===== src/rtl/ta_cap_seq.sv =====
// ta_cap_seq -- capture sequencer for the ADC/LDD capture subsystem.
//
// Brings up the ADC enable, waits SETTLE cycles, then enables the laser
// driver. It issues one cap_trig per shot and steps cap_phase across the
// programmed sweep. Each wait for capr_rdy or frame_done has a timeout.
//
// Ports
//   clki, rsti_n      clock, async active-low reset
//   start, abort      run request (1-cycle, IDLE only) / level abort
//   cfg_*             run configuration, latched on the accepted start
//   capr_rdy          trigger path ready
//   frame_done        1-cycle pulse: current shot stored
//   adc_en, ldd_en    power enables
//   cap_trig          1-cycle trigger pulse
//   cap_phase         current capture phase
//   cap_cmpt          1-cycle pulse at normal end of capture
//   busy              any state but IDLE
//   err_tmo           sticky timeout flag
//   shot_total        frames completed in current/last run (saturating)
module ta_cap_seq #(
   parameter int PHASE_W = 2,
   parameter int SHOT_W  = 8,
   parameter int GAP_W   = 16,
   parameter int TMO_W   = 16,
   parameter int SETTLE  = 1000
) (
   input  logic                      clki,
   input  logic                      rsti_n,
   input  logic                      start,
   input  logic                      abort,
   input  logic [SHOT_W-1:0]         cfg_shots,
   input  logic [GAP_W-1:0]          cfg_gap,
   input  logic [TMO_W-1:0]          cfg_tmo,
   input  logic                      cfg_sweep,
   input  logic [PHASE_W-1:0]        cfg_phase,
   input  logic                      capr_rdy,
   input  logic                      frame_done,
   output logic                      adc_en,
   output logic                      ldd_en,
   output logic                      cap_trig,
   output logic [PHASE_W-1:0]        cap_phase,
   output logic                      cap_cmpt,
   output logic                      busy,
   output logic                      err_tmo,
   output logic [SHOT_W+PHASE_W-1:0] shot_total
);

   // One shared cycle counter serves the settle, gap and timeout waits.
   localparam int SET_W = $clog2(SETTLE + 1);
   localparam int GT_W  = (GAP_W > TMO_W) ? GAP_W : TMO_W;
   localparam int CNT_W = (GT_W > SET_W) ? GT_W : SET_W;

   typedef enum logic [2:0] {
      S_IDLE, S_PWR, S_ARM, S_TRIG, S_WAIT, S_GAP, S_FIN
   } state_t;

   state_t state, state_nxt;

   logic [SHOT_W-1:0]  shots_q, pcnt;
   logic [GAP_W-1:0]   gap_q;
   logic [TMO_W-1:0]   tmo_q;
   logic               sweep_q;
   logic [PHASE_W-1:0] ph_idx;   // phases finished so far in this sweep
   logic [CNT_W-1:0]   cnt;

   logic               accept, frame_ok, step_phase, tmo_hit, tmo_exp;
   logic [SHOT_W-1:0]  pcnt_inc;

   assign pcnt_inc = pcnt + SHOT_W'(1);
   // Expiry is flagged in the last counted cycle, so that err_tmo rises
   // exactly cfg_tmo cycles after entry into the waiting state.
   assign tmo_exp  = (tmo_q != '0) && (cnt == CNT_W'(tmo_q) - CNT_W'(1));

   always_comb begin
      state_nxt  = state;
      accept     = 1'b0;
      frame_ok   = 1'b0;
      step_phase = 1'b0;
      tmo_hit    = 1'b0;
      case (state)
         S_IDLE: if (start) begin
            state_nxt = S_PWR;
            accept    = 1'b1;
         end
         S_PWR:  if (cnt == CNT_W'(SETTLE - 1)) state_nxt = S_ARM;
         S_ARM: begin
            if (shots_q == '0)  state_nxt = S_FIN;
            else if (capr_rdy)  state_nxt = S_TRIG;
            else if (tmo_exp) begin
               state_nxt = S_IDLE;
               tmo_hit   = 1'b1;
            end
         end
         S_TRIG: state_nxt = S_WAIT;
         S_WAIT: begin
            // A frame arriving in the expiry cycle takes precedence.
            if (frame_done) begin
               frame_ok = 1'b1;
               if (pcnt_inc < shots_q) begin
                  state_nxt = S_GAP;
               end else if (sweep_q && (ph_idx != '1)) begin
                  state_nxt  = S_GAP;
                  step_phase = 1'b1;
               end else begin
                  state_nxt = S_FIN;
               end
            end else if (tmo_exp) begin
               state_nxt = S_IDLE;
               tmo_hit   = 1'b1;
            end
         end
         // GAP lasts cfg_gap+1 cycles, including the cycle that exits it.
         S_GAP:  if (cnt == CNT_W'(gap_q)) state_nxt = S_ARM;
         S_FIN:  state_nxt = S_IDLE;
         default: state_nxt = S_IDLE;
      endcase
      if (abort && (state != S_IDLE)) begin
         state_nxt  = S_IDLE;
         frame_ok   = 1'b0;
         step_phase = 1'b0;
         tmo_hit    = 1'b0;
      end
   end

   always_comb begin
      busy     = (state != S_IDLE);
      adc_en   = (state != S_IDLE);
      ldd_en   = (state != S_IDLE) && (state != S_PWR);
      cap_trig = (state == S_TRIG);
      cap_cmpt = (state == S_FIN);
   end

   always_ff @(posedge clki or negedge rsti_n) begin
      if (!rsti_n) begin
         state      <= S_IDLE;
         cnt        <= '0;
         shots_q    <= '0;
         gap_q      <= '0;
         tmo_q      <= '0;
         sweep_q    <= 1'b0;
         cap_phase  <= '0;
         ph_idx     <= '0;
         pcnt       <= '0;
         err_tmo    <= 1'b0;
         shot_total <= '0;
      end else begin
         state <= state_nxt;
         // Restart on every state change, so each wait counts from its entry.
         cnt   <= (state_nxt != state) ? '0 : cnt + CNT_W'(1);
         if (accept) begin
            shots_q    <= cfg_shots;
            gap_q      <= cfg_gap;
            tmo_q      <= cfg_tmo;
            sweep_q    <= cfg_sweep;
            cap_phase  <= cfg_phase;
            ph_idx     <= '0;
            pcnt       <= '0;
            err_tmo    <= 1'b0;
            shot_total <= '0;
         end
         if (frame_ok) begin
            if (shot_total != '1) shot_total <= shot_total + 1'b1;
            pcnt <= step_phase ? '0 : pcnt_inc;
         end
         if (step_phase) begin
            cap_phase <= cap_phase + 1'b1;
            ph_idx    <= ph_idx + 1'b1;
         end
         if (tmo_hit) err_tmo <= 1'b1;
      end
   end

endmodule


===== config.mk =====
export PLATFORM = sky130hd
export DESIGN_NAME = ta_cap_seq
export DESIGN_NICKNAME = d
export VERILOG_FILES = /design/src/rtl/ta_cap_seq.sv
export SDC_FILE = /design/constraint.sdc
export NUM_CORES = 1
export LEC_CHECK = 0
export ABC_AREA = 1
export BUFFER_PORTS_ARGS = -buffer_cell sky130_fd_sc_hd__buf_4
export CAP_MARGIN = 20
export CORE_ASPECT_RATIO = 1.5
export CORE_MARGIN = 2
export CORE_UTILIZATION = 50
export CTS_CLUSTER_DIAMETER = 100
export CTS_CLUSTER_SIZE = 12
export DETAILED_ROUTE_END_ITERATION = 10
export GPL_TIMING_DRIVEN = 0
export PLACE_DENSITY = 0.73
export SETUP_SLACK_MARGIN = 0.4
export SYNTH_ARGS = -nofsm -noshare
export SYNTH_HDL_FRONTEND = slang
export SYNTH_SLANG_ARGS = --single-unit

===== constraint.sdc =====
create_clock -name clki -period 3 [get_ports clki]
set_input_delay 0.6 -clock clki [delete_from_list [all_inputs] [get_ports clki]]
set_output_delay 0.6 -clock clki [all_outputs]
set_load 0.02 [all_outputs]

### Yosys cells after proc, flatten, opt, wreduce, memory -nomap -nowiden

Cells that the tools add are included.

| word-level totals | value |
|---|---|
| flip-flop bits (word level) | 83 |
| bits in latches | 0 |
| memory bits (writable) | 0 |
| memory bits (read-only) | 0 |
| bits of input ports | 49 |
| output and inout bits | 18 |
| memories | 0 |

| cells by class | value |
|---|---|
| $add $sub $neg | 6 |
| multiply operators | 0 |
| divide/modulo/power cells | 0 |
| magnitude comparators | 1 |
| equality and inequality tests | 13 |
| shift operators | 0 |
| multiplexer cells | 40 |
| bitwise operators | 0 |
| reduce and logical (&&, ||, !) cells | 11 |

Operator list:

| cell | number |
|---|---|
| 16-bit equality test | 2 |
| 10-bit 2-to-1 mux | 3 |
| 3-bit 2-to-1 mux | 8 |
| 8-bit 2-to-1 mux | 3 |
| 3-bit case mux with 6 select lines | 1 |
| 1-bit 2-to-1 mux | 17 |
| 16-bit by 1-bit adder with 16-bit output, second input constant | 1 |
| 16-bit by 10-bit equality test with 1-bit output, second input constant | 1 |
| 16-bit 2-to-1 mux | 1 |
| 16-bit nonzero test | 1 |
| 16-bit by 1-bit subtractor with 16-bit output, second input constant | 1 |
| 2-bit 2-to-1 mux | 6 |
| 10-bit by 1-bit adder with 10-bit output, second input constant | 1 |
| 10-bit inequality test, second input constant | 1 |
| 3-bit equality test, second input constant | 3 |
| 8-bit by 1-bit adder with 8-bit output, second input constant | 1 |
| 8-bit zero test | 1 |
| 8-bit less-than comparator | 1 |
| 3-bit by 2-bit equality test with 1-bit output, second input constant | 2 |
| 2-bit nonzero test | 3 |
| 2-bit by 1-bit adder with 2-bit output, second input constant | 2 |
| 1-bit logical AND | 4 |
| 3-bit by 1-bit equality test with 1-bit output, second input constant | 1 |
| 3-bit zero test | 1 |
| other kinds (5) | 5 |

### Depth between registers and ports, before layout

| logic depth | value |
|---|---|
| depth in word-level cells | 10 |
| gate-level depth with buffers | 21 |
| gate-level depth less buffers | 20 |

### Worst setup path after synthesis

No wires, ideal clock.

| timing | value |
|---|---|
| path type | register -> register |
| start | reg pcnt[0] |
| end | reg cnt[9] |
| library setup time | 0.080 ns |
| arrival | 2.464 ns |
| data required time | 2.920 ns |
| slack | 0.456 ns |
| cell stages (with the launch flop) | 21 |
| buffers on the path | 1 |
| cell sequence | dfrtp_1 -> ha_1 -> nand3_1 -> nor2_1 -> nand2_1 -> xor2_1 -> inv_1 -> ha_1 -> nand2_1 -> inv_1 -> nand4_1 -> o211ai_1 -> o21ai_0 -> nor2_1 -> nor2_1 -> nand2_1 -> nand2_1 -> nand2_1 -> nand2_2 -> buf_6 -> nor3_2 |

| on the way | value |
|---|---|
| word-level cells in the longest chain between the ends | 8 |

Ends and longest elaborated chain:

| item | RTL line | text |
|---|---|---|
| from (decl) | 59 | `logic [SHOT_W-1:0] shots_q, pcnt;` |
| from (signal assigned) | 163 | `pcnt <= step_phase ? '0 : pcnt_inc;` |
| 8-bit by 1-bit adder with 8-bit output | 69 | `assign pcnt_inc = pcnt + SHOT_W'(1);` |
| 8-bit less-than comparator | 99 | `if (pcnt_inc < shots_q) begin` |
| 2-bit 2-to-1 mux | 99 |  |
| 3-bit 2-to-1 mux | 97 | `if (frame_done) begin` |
| 3-bit case mux with 6 select lines | 80 | `case (state)` |
| 3-bit 2-to-1 mux | 117 | `if (abort && (state != S_IDLE)) begin` |
| 3-bit inequality test | 149 | `cnt <= (state_nxt != state) ? '0 : cnt + CNT_W'(1);` |
| 16-bit 2-to-1 mux | 149 |  |
| to (signal assigned) | 149 |  |
| to (decl) | 64 | `logic [CNT_W-1:0] cnt;` |

Every way passes these cells.
A chain may end at the register's enable or synchronous reset.

### Worst setup path after layout

Ends and elaborated chain as after synthesis.

==> metrics.txt <==
# TYPE chip_impl_metric gauge
chip_impl_info{name="run_status",value="finished clean"} 1
chip_impl_metric{name="ys_warn_count",unit=""} 0
chip_impl_info{name="timing.critical_path.from",value="pcnt[0]"} 1
chip_impl_metric{name="powerDensity",unit="mW/mm^2"} 809
chip_impl_metric{name="initial_utilization",unit="%"} 51.1
chip_impl_metric{name="detailedPlace.worstSlack",unit="ns"} 0.0633
chip_impl_metric{name="top_level_ports",unit=""} 67
chip_impl_metric{name="maxCapViolCount",unit=""} 0
chip_impl_metric{name="synth.net_count",unit=""} 753
chip_impl_metric{name="p_leak",unit="nW"} 3.17
chip_impl_metric{name="max_slew.worst_pin.slew",unit="ns"} 0.676
chip_impl_metric{name="fp-row-count",unit=""} 45
chip_impl_metric{name="n_antenna_cell",unit=""} 0
chip_impl_info{name="synth_most_common_cell",value="sky130_fd_sc_hd__nand2_1"} 1
chip_impl_metric{name="final_hpwl_dp",unit="um"} 10000
chip_impl_metric{name="vias",unit=""} 4814
chip_impl_metric{name="number_of_enable_flip_flop_cells_after_synthesis",unit=""} 0
chip_impl_metric{name="clock_slew_at_reported_path_ffs",unit="ns"} 0.07
chip_impl_metric{name="design.core.area",unit="sq mm"} 0.0100
chip_impl_metric{name="flow.area_growth_from_synthesis",unit="%"} 23.3
chip_impl_metric{name="worst_clock_skew",unit="ns"} 0.00715
chip_impl_metric{name="report.final.slew_viol_count",unit=""} 0
chip_impl_metric{name="h-tree-depth",unit=""} 3
chip_impl_metric{name="io_buffers",unit=""} 66
chip_impl_metric{name="antenna_found_initial",unit=""} 0
chip_impl_metric{name="final.period_utilization",unit="%"} 96.0
chip_impl_info{name="hold_path.class",value="primary input to asynchronous set/reset pin"} 1
chip_impl_info{name="clock_tree_from_tritoncts",value="built"} 1
chip_impl_metric{name="async_flop_share",unit="%"} 100
chip_impl_metric{name="critPathMaxFanout",unit=""} 10
chip_impl_metric{name="fin_crit",unit="ns"} 2.88
chip_impl_metric{name="postSynthRegisterBits",unit=""} 83
chip_impl_info{name="critical_path.reg2reg.startpoint",value="pcnt[0]"} 1
chip_impl_metric{name="synthesis.area_per_instance",unit="sq um"} 7.40
chip_impl_metric{name="cts_sinks",unit=""} 83
chip_impl_metric{name="grt_pass1_vias",unit=""} 4838
chip_impl_info{name="grt_setup_unrepaired",value="yes"} 1
chip_impl_metric{name="grt_first_pass_wirelength",unit="um"} 21900
chip_impl_metric{name="regToRegSetupSlack",unit="ns"} 0.12
chip_impl_metric{name="overflow",unit=""} 0
chip_impl_metric{name="postSynthCellCount",unit=""} 692
chip_impl_metric{name="synthesis.area",unit="sq mm"} 0.00512
chip_impl_info{name="synth_area_leaders",value="sky130_fd_sc_hd__dfrtp_1 (41%), sky130_fd_sc_hd__nand2_1 (16%), sky130_fd_sc_hd__inv_1 (6.0%)"} 1
chip_impl_metric{name="layout.nets",unit=""} 846
chip_impl_info{name="cts.root.buffer_cell",value="sky130_fd_sc_hd__clkbuf_16"} 1
chip_impl_metric{name="tritoncts_buffer_count",unit=""} 9
chip_impl_metric{name="synth.top_cell.area_share",unit="%"} 40.6
chip_impl_metric{name="globalRouteTotalUtil",unit="%"} 25.5
chip_impl_info{name="regToRegEndpoint",value="cnt[9]"} 1
chip_impl_metric{name="gpl.final_weighted_congestion",unit=""} 0.896
chip_impl_metric{name="worst_r2r_path_depth",unit=""} 20
chip_impl_metric{name="num-fill-cells",unit=""} 888
chip_impl_metric{name="synth.yosys.seq_area_share",unit="%"} 40.6
chip_impl_metric{name="cts.path.max_buffers",unit=""} 2
chip_impl_metric{name="insertion_delay",unit="ns"} 0.35
chip_impl_info{name="ys_top_cells_by_count",value="sky130_fd_sc_hd__nand2_1 (224), sky130_fd_sc_hd__dfrtp_1 (83), sky130_fd_sc_hd__inv_1 (82)"} 1
chip_impl_metric{name="finalWirelength",unit="um"} 13500
chip_impl_info{name="synth_area_leader_cell",value="sky130_fd_sc_hd__dfrtp_1"} 1
chip_impl_metric{name="wl_per_cell",unit="um"} 14.8
chip_impl_metric{name="highest_clock_rate",unit="MHz"} 347
chip_impl_info{name="ys.flop_type",value="sky130_fd_sc_hd__dfrtp_1"} 1
chip_impl_metric{name="yosysUniqueCellTypes",unit=""} 39
chip_impl_metric{name="detailedRoute.firstIterationViolations",unit=""} 266
chip_impl_metric{name="critical_path_arrival",unit="ns"} 3.14
chip_impl_metric{name="pin_count_of_the_biggest_net_entering_global_routing",unit=""} 84
chip_impl_metric{name="post-route-util",unit="%"} 63.0
chip_impl_metric{name="timing.max_slew.rel_slack",unit="%"} 54.9
chip_impl_metric{name="final.setup.worst_slack",unit="ns"} 0.121
chip_impl_info{name="critical_path.endpoint_type",value="register"} 1
chip_impl_metric{name="floorplan_die_area",unit="sq mm"} 0.0111
chip_impl_metric{name="hold_viol_final",unit=""} 0
chip_impl_info{name="worst-setup-path-type",value="register to register"} 1
chip_impl_metric{name="timing.final.setup_violations",unit=""} 0
chip_impl_metric{name="post-route-drc-count",unit=""} 0
chip_impl_metric{name="detail-route-antenna-nets",unit=""} 0
chip_impl_metric{name="post_drt_via_cell_ratio",unit=""} 5.31
chip_impl_metric{name="chipHeight",unit="um"} 128
chip_impl_metric{name="cp_data_required_time",unit="ns"} 3.26
chip_impl_metric{name="vdd_ir_max",unit="mV"} 0.386
chip_impl_metric{name="die_w",unit="um"} 86.6
chip_impl_metric{name="number_of_detailed_route_iterations_in_the_first_pass",unit=""} 5
chip_impl_info{name="critical_path_startpoint_category",value="register"} 1
chip_impl_metric{name="drive_above_1_share",unit="%"} 19.4
## state kept, by name, summed over array words and instances (netlist names), 2 cells and up
name	flops
state	3
pcnt	8
cnt	16
tmo_q	16
shot_total	10
shots_q	8
cap_phase	2
ph_idx	2
gap_q	16
## kinds of logic after synthesis
kind of cell,after synthesis,share of synthesized area [%]
flops,83,40.6
fa+ha+maj,12,2.93
mux,4,0.782
buf+inv,102,7.97
simple gates,389,34.1
compound gates,60,6.50
xor+xnor,42,7.18
## worst max-delay path, stage by stage (launching register included)
cell and delay (ns):
sky130_fd_sc_hd__dfrtp_1 0.42, sky130_fd_sc_hd__ha_2 0.21, sky130_fd_sc_hd__nand3_2 0.09, sky130_fd_sc_hd__nor2_1 0.09, sky130_fd_sc_hd__nand2_1 0.07, sky130_fd_sc_hd__xor2_1 0.18
sky130_fd_sc_hd__inv_1 0.06, sky130_fd_sc_hd__ha_1 0.27, sky130_fd_sc_hd__nand2_1 0.06, sky130_fd_sc_hd__inv_1 0.05, sky130_fd_sc_hd__nand4_1 0.09, sky130_fd_sc_hd__o211ai_1 0.16
sky130_fd_sc_hd__o21ai_1 0.15, sky130_fd_sc_hd__nor2_1 0.13, sky130_fd_sc_hd__nor2_1 0.05, sky130_fd_sc_hd__nand2_1 0.09, sky130_fd_sc_hd__nand2_1 0.09, sky130_fd_sc_hd__nand2_2 0.09
sky130_fd_sc_hd__nand2_4 0.09, sky130_fd_sc_hd__buf_12 0.16, sky130_fd_sc_hd__nor3_2 0.17
## cell usage in the layout (no fill, tap or decap), types with 5 or more instances in the layout
cell                        instances
sky130_fd_sc_hd__nand2_1          222
sky130_fd_sc_hd__dfrtp_1           83
sky130_fd_sc_hd__inv_1             81
sky130_fd_sc_hd__buf_4             80
sky130_fd_sc_hd__nor2_1            59
sky130_fd_sc_hd__nand3_1           38
sky130_fd_sc_hd__o21ai_0           33
sky130_fd_sc_hd__xnor2_1           23
sky130_fd_sc_hd__xor2_1            19
sky130_fd_sc_hd__nand4_1           17
sky130_fd_sc_hd__nor3_2            13
sky130_fd_sc_hd__a21oi_1           12
sky130_fd_sc_hd__ha_1              11
sky130_fd_sc_hd__clkbuf_1           9
sky130_fd_sc_hd__clkbuf_16          9
sky130_fd_sc_hd__nand3_2            6
sky130_fd_sc_hd__nand2_2            6
sky130_fd_sc_hd__nor2_2             5
## power by group
| part | switching [mW] | total [mW] | internal, mW |
|---|---|---|---|
| registers | 0.287 | 1.71 | 1.43 |
| clock network | 0.476 | 1.07 | 0.589 |
| logic | 1.44 | 2.33 | 0.887 |
| total | 2.21 | 5.11 | 2.90 |
## layout make-up
class                           count  area, sq um  share of cell area, %
Inverter                           83          314                   4.98
Tap cell                          117          146                   2.32
Sequential cell                    83         2080                   32.9
Clock buffer                       10          239                   3.79
Clock inverter                      6         46.3                  0.733
Timing Repair Buffer               82          652                   10.3
Multi-Input combinational cell    507         2720                   43.2
Buffer                             19          114                   1.80
## timing repair
item,in CTS,in global routing
buffers inserted,7,8
hold buffers,0,0
pin swaps,4,9
gates resized for setup,14,17
endpoints found under the setup margin,19,31
## routing by layer
metal  routed length [um]  GRT usage [%]
met5                    0              0
met1                 4920           27.2
met3                  624           4.70
met4                  626           14.4
met2                 7280           46.3
## metrics by stage
stage / std cells / hold WS (ns) / TNS, ns / power (mW) / instance area, sq um
after CTS: 898 / 0.445 / 0 / 5.05 / 6150
after detailed placement: 875 / 0.487 / 0 / 3.87 / 5760
final: 907 / 0.213 / 0 / 5.11 / 6310
after floorplan: 692 / 0.304 / 0 / 3.24 / 5120
after global routing: 907 / 0.265 / -1.68 / 5.49 / 6310
after global placement: 875 / 0.486 / 0 / 3.81 / 5760
## worst max path at each step
stage | endpoint | slack [ns] | depth (start not counted)
after floorplan | cnt[9] | 0.46 | 20
after global placement | cnt[14] | 0.11 | 20
after detailed placement | cnt[7] | 0.06 | 20
after CTS | cnt[10] | 0.19 | 20
after global routing | cnt[8] | -0.13 | 20
final | cnt[9] | 0.12 | 20
Power figures use the tool's default switching activity.
